## src/rtl/prog_sequencer.sv

```systemverilog
// Program sequencer: fetches words from a synchronous ROM, issues them to a multicycle
// processor with a one-cycle Run pulse, and supports operand refetch, single-step and wrap/halt.
module prog_sequencer #(
  parameter int unsigned N    = 9,
  parameter int unsigned A    = 5,
  parameter int unsigned LAST = 2**A - 1,
  parameter int unsigned C    = 16
) (
  input  logic         clk_i,
  input  logic         rst_ni,
  input  logic         start_i,
  input  logic         step_i,
  input  logic         mode_i,
  input  logic         wrap_i,
  input  logic         done_i,
  input  logic         adv_i,
  input  logic [N-1:0] rom_data_i,
  output logic [A-1:0] rom_addr_o,
  output logic [N-1:0] din_o,
  output logic         run_o,
  output logic         halted_o,
  output logic         overrun_o,
  output logic [C-1:0] count_o,
  output logic [2:0]   state_o
);

  localparam logic [2:0] StIdle   = 3'd0;
  localparam logic [2:0] StFetch1 = 3'd1;
  localparam logic [2:0] StFetch2 = 3'd2;
  localparam logic [2:0] StIssue  = 3'd3;
  localparam logic [2:0] StExec   = 3'd4;
  localparam logic [2:0] StPause  = 3'd5;
  localparam logic [2:0] StHalt   = 3'd6;

  localparam logic [A-1:0] LastAddr = A'(LAST);

  logic [2:0]   state_q, state_d;
  logic [A-1:0] addr_q, addr_d;
  logic [N-1:0] din_q, din_d;
  logic [C-1:0] count_q, count_d;
  logic         overrun_q, overrun_d;
  logic         run_q;
  logic [1:0]   refetch_q, refetch_d;
  logic         start_prev_q, step_prev_q;

  logic start_edge, step_edge, at_last;

  assign start_edge = start_i & ~start_prev_q;
  assign step_edge  = step_i & ~step_prev_q;
  assign at_last    = (addr_q == LastAddr);

  always_comb begin
    state_d   = state_q;
    addr_d    = addr_q;
    din_d     = din_q;
    count_d   = count_q;
    overrun_d = overrun_q;
    refetch_d = 2'b00;
    case (state_q)
      StIdle, StHalt: begin
        if (start_edge) begin
          state_d   = StFetch1;
          addr_d    = '0;
          count_d   = '0;
          overrun_d = 1'b0;
        end
      end
      StFetch1: state_d = StFetch2;
      StFetch2: begin
        din_d   = rom_data_i;
        state_d = StIssue;
      end
      StIssue: state_d = StExec;
      StExec: begin
        // refetch_q[1]: ROM output now holds the word at the address advanced two cycles ago
        if (refetch_q[1]) begin
          din_d = rom_data_i;
        end
        if (done_i) begin
          count_d = count_q + C'(1);
          if (at_last && !wrap_i) begin
            state_d = StHalt;
          end else begin
            addr_d  = at_last ? '0 : addr_q + A'(1);
            state_d = mode_i ? StPause : StFetch1;
          end
        end else begin
          refetch_d[1] = refetch_q[0];
          if (adv_i) begin
            if (at_last && !wrap_i) begin
              overrun_d = 1'b1;
            end else begin
              addr_d       = at_last ? '0 : addr_q + A'(1);
              refetch_d[0] = 1'b1;
            end
          end
        end
      end
      StPause: begin
        if (step_edge || !mode_i) begin
          state_d = StFetch1;
        end
      end
      default: state_d = StIdle;
    endcase
  end

  always_ff @(posedge clk_i or negedge rst_ni) begin
    if (!rst_ni) begin
      state_q      <= StIdle;
      addr_q       <= '0;
      din_q        <= '0;
      count_q      <= '0;
      overrun_q    <= 1'b0;
      run_q        <= 1'b0;
      refetch_q    <= 2'b00;
      start_prev_q <= 1'b1;
      step_prev_q  <= 1'b1;
    end else begin
      state_q      <= state_d;
      addr_q       <= addr_d;
      din_q        <= din_d;
      count_q      <= count_d;
      overrun_q    <= overrun_d;
      run_q        <= (state_q == StIssue);
      refetch_q    <= refetch_d;
      start_prev_q <= start_i;
      step_prev_q  <= step_i;
    end
  end

  assign rom_addr_o = addr_q;
  assign din_o      = din_q;
  assign run_o      = run_q;
  assign halted_o   = (state_q == StHalt);
  assign overrun_o  = overrun_q;
  assign count_o    = count_q;
  assign state_o    = state_q;

endmodule

```

## config.mk

```make
export PLATFORM = sky130hd
export DESIGN_NAME = prog_sequencer
export DESIGN_NICKNAME = d
export VERILOG_FILES = /design/src/rtl/prog_sequencer.sv
export SDC_FILE = /design/constraint.sdc
export NUM_CORES = 1
export LEC_CHECK = 0
export BUFFER_PORTS_ARGS = -buffer_cell sky130_fd_sc_hd__buf_2
export CORE_MARGIN = 1
export CORE_UTILIZATION = 50
export CTS_CLUSTER_SIZE = 40
export DETAILED_ROUTE_END_ITERATION = 6
export GPL_TIMING_DRIVEN = 0
export HOLD_SLACK_MARGIN = 0.02
export PLACE_DENSITY = 0.8
export SLEW_MARGIN = 20
export SYNTH_ARGS = -nofsm -noshare
export SYNTH_HDL_FRONTEND = slang
export SYNTH_SLANG_ARGS = --single-unit
```

## constraint.sdc

```tcl
create_clock -name clk_i -period 4.7 [get_ports clk_i]
set_input_delay 0.705 -clock clk_i [delete_from_list [all_inputs] [get_ports clk_i]]
set_output_delay 0.705 -clock clk_i [all_outputs]
set_load 0.01 [all_outputs]
```

Word-level counts from Yosys, hierarchy flattened
Cells that the tools add are included.
{"block": "op_classes", "eq_ne": 15, "n_mux": 26, "n_bitwise": 4, "reduce_logical": 13, "n_addsub": 2}
{"operator": "$mux 16", "n": 2}
{"operator": "$pmux 16 s2", "n": 1}
{"operator": "$mux 5", "n": 5}
{"operator": "$pmux 3 s6", "n": 1}
{"operator": "$pmux 9 s2", "n": 1}
{"operator": "$add 16x1->16 const B", "n": 1}
{"operator": "$mux 3", "n": 5}
{"operator": "$ne 2x2->1 const B", "n": 7}
{"operator": "$pmux 5 s2", "n": 1}
{"operator": "$eq 3x3->1 const B", "n": 3}
{"operator": "$mux 9", "n": 1}
{"operator": "$reduce_and 3->1", "n": 3}
{"operator": "$eq 3x2->1 const B", "n": 2}
{"operator": "$mux 1", "n": 6}
{"operator": "$add 5x1->5 const B", "n": 1}
{"operator": "$eq 5x5->1 const B", "n": 1}
{"operator": "$reduce_and 5->1", "n": 1}
{"operator": "$mux 2", "n": 2}
{"operator": "$reduce_bool 2->1", "n": 2}
{"operator": "$eq 3x1->1 const B", "n": 1}
{"operator": "$logic_not 3->1", "n": 1}
{"operator": "$ne 3x3->1 const B", "n": 1}
{"operator": "$and 1x1->1", "n": 2}
{"operator": "$logic_not 1->1", "n": 2}
{"operator": "other kinds (6)", "n": 7}
{"block": "totals", "in_bits": 17, "word_cells": 69, "regBits": 39}

Longest topological paths before layout
Gate-level depths: netlist of run 1.
{"block": "logic_depth", "depth_word": 6, "depth_mapped": 8}

Worst setup path before layout of run 1
Ideal clock, no wire load.
{"block": "synth_path", "path_type": "reg-to-reg", "from": "register addr_q[0], in the netlist rom_addr_o[0]", "to": "register addr_q[0], in the netlist rom_addr_o[0]", "stages_incl_launch_ff": 9, "synth_period_minus_slack_ns": 1.994, "setup_time_ns": 0.125, "slack_ns": 2.706, "path_buffers": 1, "arrival_ns": 1.869, "cell_sequence": "dfrtp_1 ha_1 and3_1 ha_1 nor2b_1 o21ai_2 and3_4 buf_6 mux2_4"}
{"block": "synth_via", "elab_chain_len": 6}
{"item": "start, declared", "line_no": "38", "text": "logic [A-1:0] addr_q, addr_d;"}
{"item": "start signal, assigned", "line_no": "121", "text": "addr_q <= addr_d;"}
{"item": "$add 5x1->5 or $eq 5x5->1 (tied branches)", "line_no": "84, 93, 50"}
{"item": "$mux 5 or $logic_and 1x1->1 (tied branches)"}
{"item": "$mux 5 (*)", "line_no": "81, 90"}
{"item": "$mux 5", "line_no": "89", "text": "if (adv_i) begin"}
{"item": "$mux 5 (*)", "line_no": "79", "text": "if (done_i) begin"}
{"item": "$pmux 5 s2 (*)", "line_no": "59", "text": "case (state_q)"}
Every way passes the cells marked *; elsewhere a longest branch is shown, timed or not. The select of a mux whose other input is x is not followed.
A chain may end at the register's enable or synchronous reset.

Worst setup path after layout of run 1
{"block": "layout_path", "from": "register state_q[0], in the netlist state_o[0]", "to": "output port halted_o"}
{"block": "layout_via", "elab_chain_len": 1}
{"item": "start, declared", "line_no": "37", "text": "logic [2:0] state_q, state_d;"}
{"item": "start signal, assigned", "line_no": "110", "text": "state_q <= StIdle;"}
{"item": "start signal, assigned", "line_no": "120", "text": "state_q <= state_d;"}
{"item": "$eq 3x3->1", "line_no": "135", "text": "assign halted_o = (state_q == StHalt);"}
{"item": "end, declared", "line_no": "21", "text": "output logic halted_o,"}
No other way between the ends.

==> flow_metrics.tcl, run 1 <==
set metrics [dict create \
    place_hpwl_mm 3.02 \
    nFillCells 307 \
    endpoint_kind "output port" \
    cp_max_fo 10 \
    yosysTopAreaCellShare 0.455 \
    crit_family "buffers and inverters" \
    cts_resized 0 \
    die_area_um2 4330 \
    regToRegStartpoint "rom_addr_o[0]" \
    syn-instance-count 191 \
    core_area_um2 3770 \
    yosysWarnings 0 \
    diodes 0 \
    routed_wl_mm 4.25 \
    final_antenna_net_count 0 \
    crit_path_start_kind "flip-flop" \
    initial_core_util 0.539 \
    period_minus_slack_ps 2500 \
    min_from "overrun_o" \
    ys_types 49 \
    hold_path_end "overrun_o" \
    syn_area_um2 2030 \
    drc 0 \
    worst_path_max_delay_cell "dfrtp_1" \
    period_share 0.532 \
    htreeDepth 2 \
    slew_headroom 0.435 \
    synth_top_cells_by_count "37 x dfrtp_1, 15 x a21oi_1, 15 x nand2_1" \
    post-synth-top-count-cell "dfrtp_1" \
    maxCapViolCount 0 \
    grt_overflow_total 0 \
    tritoncts "done" \
    hold_depth 1 \
    seq_area_frac_synth 0.481 \
    worstHoldPathType "flip-flop to flip-flop" \
    synth_seq_cells 39 \
    root_buffer "clkbuf_8" \
    clk_pin_slew_ps 80 \
    drive_above_1_share 0.347 \
    power_per_cell_area_nw_per_um2 506 \
    rows 22 \
    dieWidth_um 65.8 \
    antenna_found_initial 0 \
    yosys_most_used_dff "dfrtp_1" \
    synth_edf_count 0 \
    ios 53 \
    grt_max_degree 40 \
    r2r_cells 8 \
    p_leak_nw 1.13 \
    drtIter0Drc 135 \
    vias_per_cell 5.74 \
    setup_viol 0 \
    drv_slew 0 \
    fmaxAchievable_mhz 400 \
    worstSetupPathType "flip-flop to output port" \
    finalWeightedCongestion 0.769 \
    clk_latency_ps 300 \
    grt_pass1_vias 1574 \
    clock_sinks 39 \
    ctsHoldBuffers 0 \
    synth_fp_nets 211 \
    irDropWorstVdd_v 0.000341 \
    yosysTopAreaCell "dfrtp_1" \
    cts_buffer_depth 2 \
    grt_use_total 0.212 \
    synthArstFlopShare 1.00 \
    cp.arrival_ps 1800 \
    fp.dieH_um 65.8 \
    grt_pass1_wl_mm 6.93 \
    fin_tns_setup_ps 0 \
    wl_per_cell_um 14.2 \
    finalHoldViolations 0 \
    nets 270 \
    firstDrtPassIters 4 \
    worst_slew_pin_slew_ps 848 \
    crit_buf_inv 3 \
    rsz0062_at_grt "no" \
    cpPeakStageDelay_ps 430 \
    fin_util 0.649 \
    cp.required_ps 3990 \
    cts_buffers 5 \
    vias 1715 \
    fin_skew_ps 5.10 \
    ff2ff_setup_slack_ps 2600 \
    yosys-top-cells-area "dfrtp_1 46%, mux2_2 5.0%, o31ai_1 4.8%" \
    status "complete, no violations" \
    area_delta_synth_final_pct 20.4 \
    numPortBuffers 52 \
    avgSynthCellArea_um2 10.6 \
    path_cells "clkbuf_1 > buf_1 > nor3_1 > buf_2" \
    reg2reg_to "rom_addr_o[0]" \
    post-cts-setup-buffers 0 \
]
## placed cells by master (no fill, tap or decap), types with 3 or more instances in the layout
cell type and n:
nand2b_1 6, buf_2 53, mux2i_1 4, buf_6 4, nor3_1 5, inv_1 10, or4_1 11, o21ai_0 3
o31ai_1 13, nor4b_1 3, mux2_2 9, nand3_1 7, nor2_1 6, and4_1 3, a21oi_1 15, dfrtp_1 37
clkbuf_8 5, ha_1 3, nand2_1 15
## cells by family (layout without fill, tap and decap cells)
kind of cell / count (synthesis) / after routing / synth area share
flip-flops: 39 / 39 / 0.481
adder cells (fa/ha/maj): 4 / 4 / 0.0240
XOR/XNOR: 1 / 1 / 0.0135
AO/OA/AOI/OAI: 45 / 45 / 0.151
buffers and inverters: 21 / 81 / 0.0560
multiplexers: 14 / 14 / 0.0769
AND/OR/NAND/NOR: 67 / 67 / 0.197
## cell type report
cell class | instances | area [um^2] | share of cell area
clock inverters | 3 | 25.0 | 0.0102
multi-input cells | 131 | 941 | 0.384
inverters | 11 | 41.3 | 0.0169
plain buffers | 10 | 72.6 | 0.0297
flip-flops and latches | 39 | 978 | 0.400
well taps | 48 | 60.1 | 0.0245
clock buffers | 5 | 68.8 | 0.0281
repair buffers | 52 | 260 | 0.106
## power breakdown
part / total [mW] / internal [mW] / switching, mW / leakage [nW]
Clock: 0.236 / 0.106 / 0.130 / 0.0443
Combinational: 0.533 / 0.243 / 0.290 / 0.575
Sequential: 0.469 / 0.412 / 0.0569 / 0.511
## per-layer routing
metal / vias up / track usage / wire [um]
met5: - / 0 / 0
met1: 827 / 0.269 / 1980
met4: 0 / 0.0571 / 47
met3: 8 / 0.0517 / 194
li1: 827 / - / -
met2: 53 / 0.358 / 2030
## state kept, by name, indices dropped and copies added, names as in the netlist
| signal | flops |
|---|---|
| refetch_q | 2 |
| start_prev_q | 1 |
| overrun_o | 1 |
| din_o | 9 |
| count_o | 16 |
| run_o | 1 |
| state_o | 3 |
| rom_addr_o | 5 |
| step_prev_q | 1 |
## how the worst max path moves through the flow
stage | start | end | cells after the start
2_1_floorplan | rom_addr_o[0] | rom_addr_o[0] | 8
3_3_place_gp | state_o[0] | halted_o | 4
3_5_place_dp | state_o[0] | halted_o | 4
4_1_cts | state_o[0] | halted_o | 4
5_1_grt | state_o[0] | halted_o | 4
6_report | state_o[0] | halted_o | 4
## metrics by stage
stage	cells	power, mW	hold WS, ps	cell area, um^2	worst slack, ps
floorplan	191	0.846	409	2030	2710
global placement	291	0.992	481	2350	2570
detailed placement	291	1.01	487	2350	2530
CTS	299	1.24	503	2450	2190
global route	299	1.31	493	2450	2060
finish	299	1.24	499	2450	2200
Power figures use the tool's default switching activity.
==> inputs of run 2 (changes only) <==
--- a/config.mk
+++ b/config.mk
@@ -7,12 +7,12 @@
 export LEC_CHECK = 0
 export BUFFER_PORTS_ARGS = -buffer_cell sky130_fd_sc_hd__buf_2
 export CORE_MARGIN = 1
-export CORE_UTILIZATION = 50
+export CORE_UTILIZATION = 47
 export CTS_CLUSTER_SIZE = 40
 export DETAILED_ROUTE_END_ITERATION = 6
 export GPL_TIMING_DRIVEN = 0
 export HOLD_SLACK_MARGIN = 0.02
-export PLACE_DENSITY = 0.8
+export PLACE_DENSITY = 0.79
 export SLEW_MARGIN = 20
 export SYNTH_ARGS = -nofsm -noshare
 export SYNTH_HDL_FRONTEND = slang
==> constraint.sdc (replaced) <==
create_clock -name clk_i -period 2.2 [get_ports clk_i]
set_input_delay 0.33 -clock clk_i [delete_from_list [all_inputs] [get_ports clk_i]]
set_output_delay 0.33 -clock clk_i [all_outputs]
set_load 0.01 [all_outputs]
==> flow_metrics.tcl, run 2 (same netlist as run 1, synthesis figures left out) <==
set metrics [dict create \
    rsz0062_at_grt "no" \
    ctsHoldBuffers 0 \
    pwr-share-seq 0.375 \
    cp.arrival_ps 2270 \
    clk_latency_ps 290 \
    place_hpwl_mm 2.95 \
    crit_top_cell "ha_1" \
    drc 0 \
    status "complete, no violations" \
    die_area_um2 4590 \
    antenna_found_initial 0 \
    nets 270 \
    instances_no_fill 301 \
    clk_pin_slew_ps 70 \
    slew_headroom 0.425 \
    initial_core_util 0.498 \
    endpoint_kind "flip-flop" \
    power_per_cell_area_nw_per_um2 1070 \
    crit_path_start_kind "flip-flop" \
    cts_buffer_depth 2 \
    layout_common_cells "53 x buf_2, 37 x dfrtp_1, 15 x nand2_1, 15 x a21oi_1, 13 x o31ai_1" \
    drive_above_1_share 0.343 \
    final_antenna_net_count 0 \
    dieWidth_um 67.8 \
    period_minus_slack_ps 2090 \
    worst_path_max_delay_cell "dfrtp_1" \
    switching_share 0.362 \
    dp_cells 293 \
    irDropWorstVdd_v 0.000580 \
    grt_overflow_total 0 \
    cp.required_ps 2380 \
    period_share 0.949 \
    finalWeightedCongestion 0.879 \
    ios 53 \
    drtIter0Drc 155 \
    path_cells "ha_1 > and3_1 > ha_1 > nor2b_1 > o21ai_2 > and3_4 > buf_6 > mux2_4" \
    routed_wl_mm 4.12 \
    firstDrtPassIters 4 \
    startpoint "rom_addr_o[0]" \
    fp.dieH_um 67.8 \
    clockPowerShare 0.199 \
    p_leak_nw 1.14 \
    largest_register_ffs 16 \
    tritoncts "done" \
    vias 1669 \
    grt_pass1_vias 1507 \
    crit_family "simple AND/OR/NAND/NOR gates" \
    final_common_cell "buf_2" \
    worst_slew_pin_slew_ps 862 \
    cpPeakStageDelay_ps 420 \
    fin_tns_setup_ps 0 \
    grt_use_total 0.197 \
    root_buffer "clkbuf_8" \
    fin_skew_ps 6.61 \
    clock_sinks 39 \
    htreeDepth 2 \
    rows 23 \
    vias_per_cell 5.54 \
    worstSetupPathType "flip-flop to flip-flop" \
    p_comb_frac 0.426 \
    grt_pass1_wl_mm 6.66 \
    crit_buf_inv 1 \
    post-cts-setup-buffers 0 \
    drv_slew 0 \
    diodes 0 \
    worstHoldPathType "primary input to async pin" \
    maxCapViolCount 0 \
    grt_max_degree 40 \
    cts_resized 0 \
    area_delta_synth_final_pct 20.8 \
    nFillCells 359 \
    power.internal_mw 1.69 \
    regToRegStartpoint "rom_addr_o[0]" \
    setup_viol 0 \
    cts_buffers 5 \
    numPortBuffers 52 \
    finalHoldViolations 0 \
    switchingPower_uw 954 \
    core_area_um2 4090 \
    fmaxAchievable_mhz 479 \
    wl_per_cell_um 13.7 \
    cp_max_fo 5 \
]
## run 2: path summary, 6_finish.rpt
path	endpoint	slack, ps	cells past startpoint
hold / removal	refetch_q[1]	150	1
min in group clk_i	step_prev_q	150	1
setup reg to reg	rom_addr_o[0]	110	8
hold reg to reg	overrun_o	500	1
max in group asynchronous	state_o[0]	1510	1
setup / recovery	rom_addr_o[0]	110	8
## run 2: per-layer routing
layer / GRT usage / vias to the layer above / wire length, um
met4: 0.0781 / 0 / 59
met2: 0.318 / 56 / 2010
met3: 0.0574 / 7 / 189
met1: 0.245 / 780 / 1860
li1: - / 826 / -
met5: 0 / - / 0
## run 2: per-stage QoR
stage	cell area [um^2]	setup slack (ps)	power (mW)	hold WS, ps	utilization
4_1_cts	2460	114	2.67	136	0.601
5_1_grt	2460	9.41	2.83	129	0.601
6_report	2460	112	2.64	149	0.601
3_3_place_gp	2360	146	2.12	446	0.577
2_1_floorplan	2030	206	1.81	34.4	-
3_5_place_dp	2360	132	2.13	448	0.577
## run 2: area by class of cell
class | count | area, um^2 | area share
repair buffers | 52 | 260 | 0.106
well taps | 50 | 62.6 | 0.0255
plain buffers | 10 | 72.6 | 0.0295
inverters | 11 | 41.3 | 0.0168
clock buffers | 8 | 100 | 0.0408
multi-input cells | 131 | 941 | 0.383
flip-flops and latches | 39 | 978 | 0.398
## run 2: power groups by stage
stage | logic [mW] | clock network, mW | registers, mW
finish | 1.13 | 0.525 | 0.989
CTS | 1.14 | 0.544 | 0.990
global route | 1.24 | 0.571 | 1.02
floorplan | 0.734 | 0 | 1.07
global placement | 1.12 | 0 | 0.997
detailed placement | 1.13 | 0 | 1.00
==> inputs of run 3 (changes only) <==
--- a/config.mk
+++ b/config.mk
@@ -5,13 +5,15 @@
 export SDC_FILE = /design/constraint.sdc
 export NUM_CORES = 1
 export LEC_CHECK = 0
+export ABC_AREA = 1
 export BUFFER_PORTS_ARGS = -buffer_cell sky130_fd_sc_hd__buf_2
-export CORE_MARGIN = 1
+export CORE_MARGIN = 4
 export CORE_UTILIZATION = 47
 export CTS_CLUSTER_SIZE = 40
 export DETAILED_ROUTE_END_ITERATION = 6
 export GPL_TIMING_DRIVEN = 0
 export HOLD_SLACK_MARGIN = 0.02
+export MAX_ROUTING_LAYER = met4
 export PLACE_DENSITY = 0.79
 export SLEW_MARGIN = 20
 export SYNTH_ARGS = -nofsm -noshare
==> flow_metrics.tcl, run 3 <==
set metrics [dict create \
    final_antenna_net_count 0 \
    setup_viol 0 \
    nets 354 \
    die_area_um2 5570 \
    fin_util 0.601 \
    layout_common_cells "80 x nand2_1, 54 x buf_2, 37 x dfrtp_1, 33 x nor2_1, 27 x inv_1" \
    avgSynthCellArea_um2 7.59 \
    cts_buffer_depth 2 \
    fin_skew_ps 5.95 \
    grt_use_met2 0.319 \
    top_usage_layer "met2" \
    worstHoldPathType "primary input to flip-flop" \
    grt_use_total 0.197 \
    drtIter0Drc 95 \
    period_minus_slack_ps 1830 \
    clk_latency_ps 290 \
    seq_area_frac_synth 0.469 \
    cts_buffers 5 \
    yosysTopAreaCellShare 0.444 \
    met3_usage 0.0534 \
    cp.arrival_ps 2070 \
    area_delta_synth_final_pct 19.4 \
    firstDrtPassIters 4 \
    place_hpwl_mm 3.61 \
    maxCapViolCount 0 \
    fp.dieH_um 74.6 \
    initial_core_util 0.504 \
    post-synth-top-count-cell "nand2_1" \
    dieWidth_um 74.6 \
    multi_input_area_um2 960 \
    period_share 0.834 \
    worstSetupPathType "flip-flop to flip-flop" \
    vias_per_cell 5.06 \
    post-cts-setup-buffers 0 \
    irDropWorstVdd_v 0.000517 \
    synthArstFlopShare 1.00 \
    clk_pin_slew_ps 70 \
    p_leak_nw 1.28 \
    status "complete, no violations" \
    ff_latch_area_um2 978 \
    ys_types 28 \
    rows 23 \
    cts_resized 0 \
    slew_headroom 0.423 \
    tritoncts "done" \
    finalHoldViolations 0 \
    yosysTopAreaCell "dfrtp_1" \
    core_area_um2 4140 \
    grt_pass1_vias 1856 \
    cp_max_fo 5 \
    antenna_found_initial 0 \
    grt_pass1_wl_mm 8.20 \
    clock_sinks 39 \
    htreeDepth 2 \
    ctsHoldBuffers 0 \
    fin_tns_setup_ps 0 \
    power_per_cell_area_nw_per_um2 903 \
    final_common_cell "nand2_1" \
    yosysWarnings 0 \
    nFillCells 378 \
    diodes 0 \
    hold_ws_ps 141 \
    worst_slew_pin_slew_ps 866 \
    endpoint_kind "flip-flop" \
    root_buffer "clkbuf_8" \
    report.power.total_mw 2.25 \
    largest_register_ffs 16 \
    cp.required_ps 2440 \
    syn_area_um2 2090 \
    hold_depth 1 \
    grt_max_degree 40 \
    vias 1950 \
    drive_above_1_share 0.239 \
    routed_wl_mm 4.96 \
    wl_per_cell_um 12.9 \
    r2r_cells 10 \
    finalWeightedCongestion 0.867 \
    drv_slew 0 \
    syn-instance-count 275 \
    yosys-top-cells-area "dfrtp_1 44%, nand2_1 14%, nor2_1 5.9%" \
    synth_top_cells_by_count "80 x nand2_1, 37 x dfrtp_1, 33 x nor2_1" \
    synth_fp_nets 295 \
    synth_seq_cells 39 \
    grt.met1_usage 0.244 \
    grt_overflow_total 0 \
    drc 0 \
    synth_edf_count 0 \
    fmaxAchievable_mhz 545 \
    numPortBuffers 52 \
    rsz0062_at_grt "no" \
    crit_path_start_kind "flip-flop" \
    ios 53 \
    yosys_most_used_dff "dfrtp_1" \
]
## run 3: cell count changes after synthesis, sizes merged, moves of 10 or more
| cell | previous run | this run |
|---|---|---|
| a21oi | 16 | 4 |
| o21ai | 4 | 25 |
| nor2 | 6 | 37 |
| or4 | 11 | 0 |
| nand3 | 7 | 22 |
| mux2 | 10 | 0 |
| nand4 | 1 | 14 |
| o31ai | 13 | 0 |
| nand2 | 15 | 84 |
| inv | 11 | 29 |
## run 3: kinds of logic (layout without fill, tap and decap cells)
| group | after synthesis | in the layout | synth area share |
|---|---|---|---|
| buf+inv | 34 | 94 | 0.0713 |
| simple gates | 163 | 163 | 0.344 |
| xor+xnor | 1 | 1 | 0.00420 |
| fa+ha+maj | 3 | 3 | 0.0180 |
| flops | 39 | 39 | 0.469 |
| compound gates | 35 | 35 | 0.0941 |
## run 3: routing by layer
layer | up-vias | wire, um
met5 | - | 0
met3 | 7 | 242
li1 | 1014 | -
met2 | 46 | 2370
met4 | 0 | 60
met1 | 883 | 2290
## run 3: layout make-up
cell class,count,area share
sequential,39,0.393
multi-input combinational,202,0.385
timing repair buffer,52,0.104
inverter,29,0.0437
clock buffer,7,0.0306
tap,50,0.0251
buffer,5,0.0161
clock inverter,1,0.00201
## run 3: worst paths after layout
check / slack (ps) / startpoint / to
min in group asynchronous: 150 / rst_ni / count_o[0]
max: 370 / rom_addr_o[0] / rom_addr_o[4]
min reg2reg: 500 / overrun_o / overrun_o
max in group asynchronous: 1510 / rst_ni / din_o[1]
max reg2reg: 370 / rom_addr_o[0] / rom_addr_o[4]
min: 140 / step_i / step_prev_q
## run 3: report_power, final
group | switching, mW | internal, mW
logic | 0.519 | 0.293
registers | 0.108 | 0.863
clock network | 0.244 | 0.222
## run 3: critical path, stage by stage (launching register included)
cell and delay (ps):
dfrtp_1 420, ha_1 190, nand2_1 70, nor2_1 90, ha_1 220, nand2_1 110, nor2_1 300, nor2_2 120
nand2_2 120, nand2_1 70, nand2_1 60
## run 3: stage by stage
stage                     worst slack (ps)  cells  cell area (um^2)
after floorplan                        604    275              2090
after global placement                 475    377              2410
after detailed placement               440    377              2410
after CTS                              390    385              2490
after global routing                   189    385              2490
final                                  366    385              2490
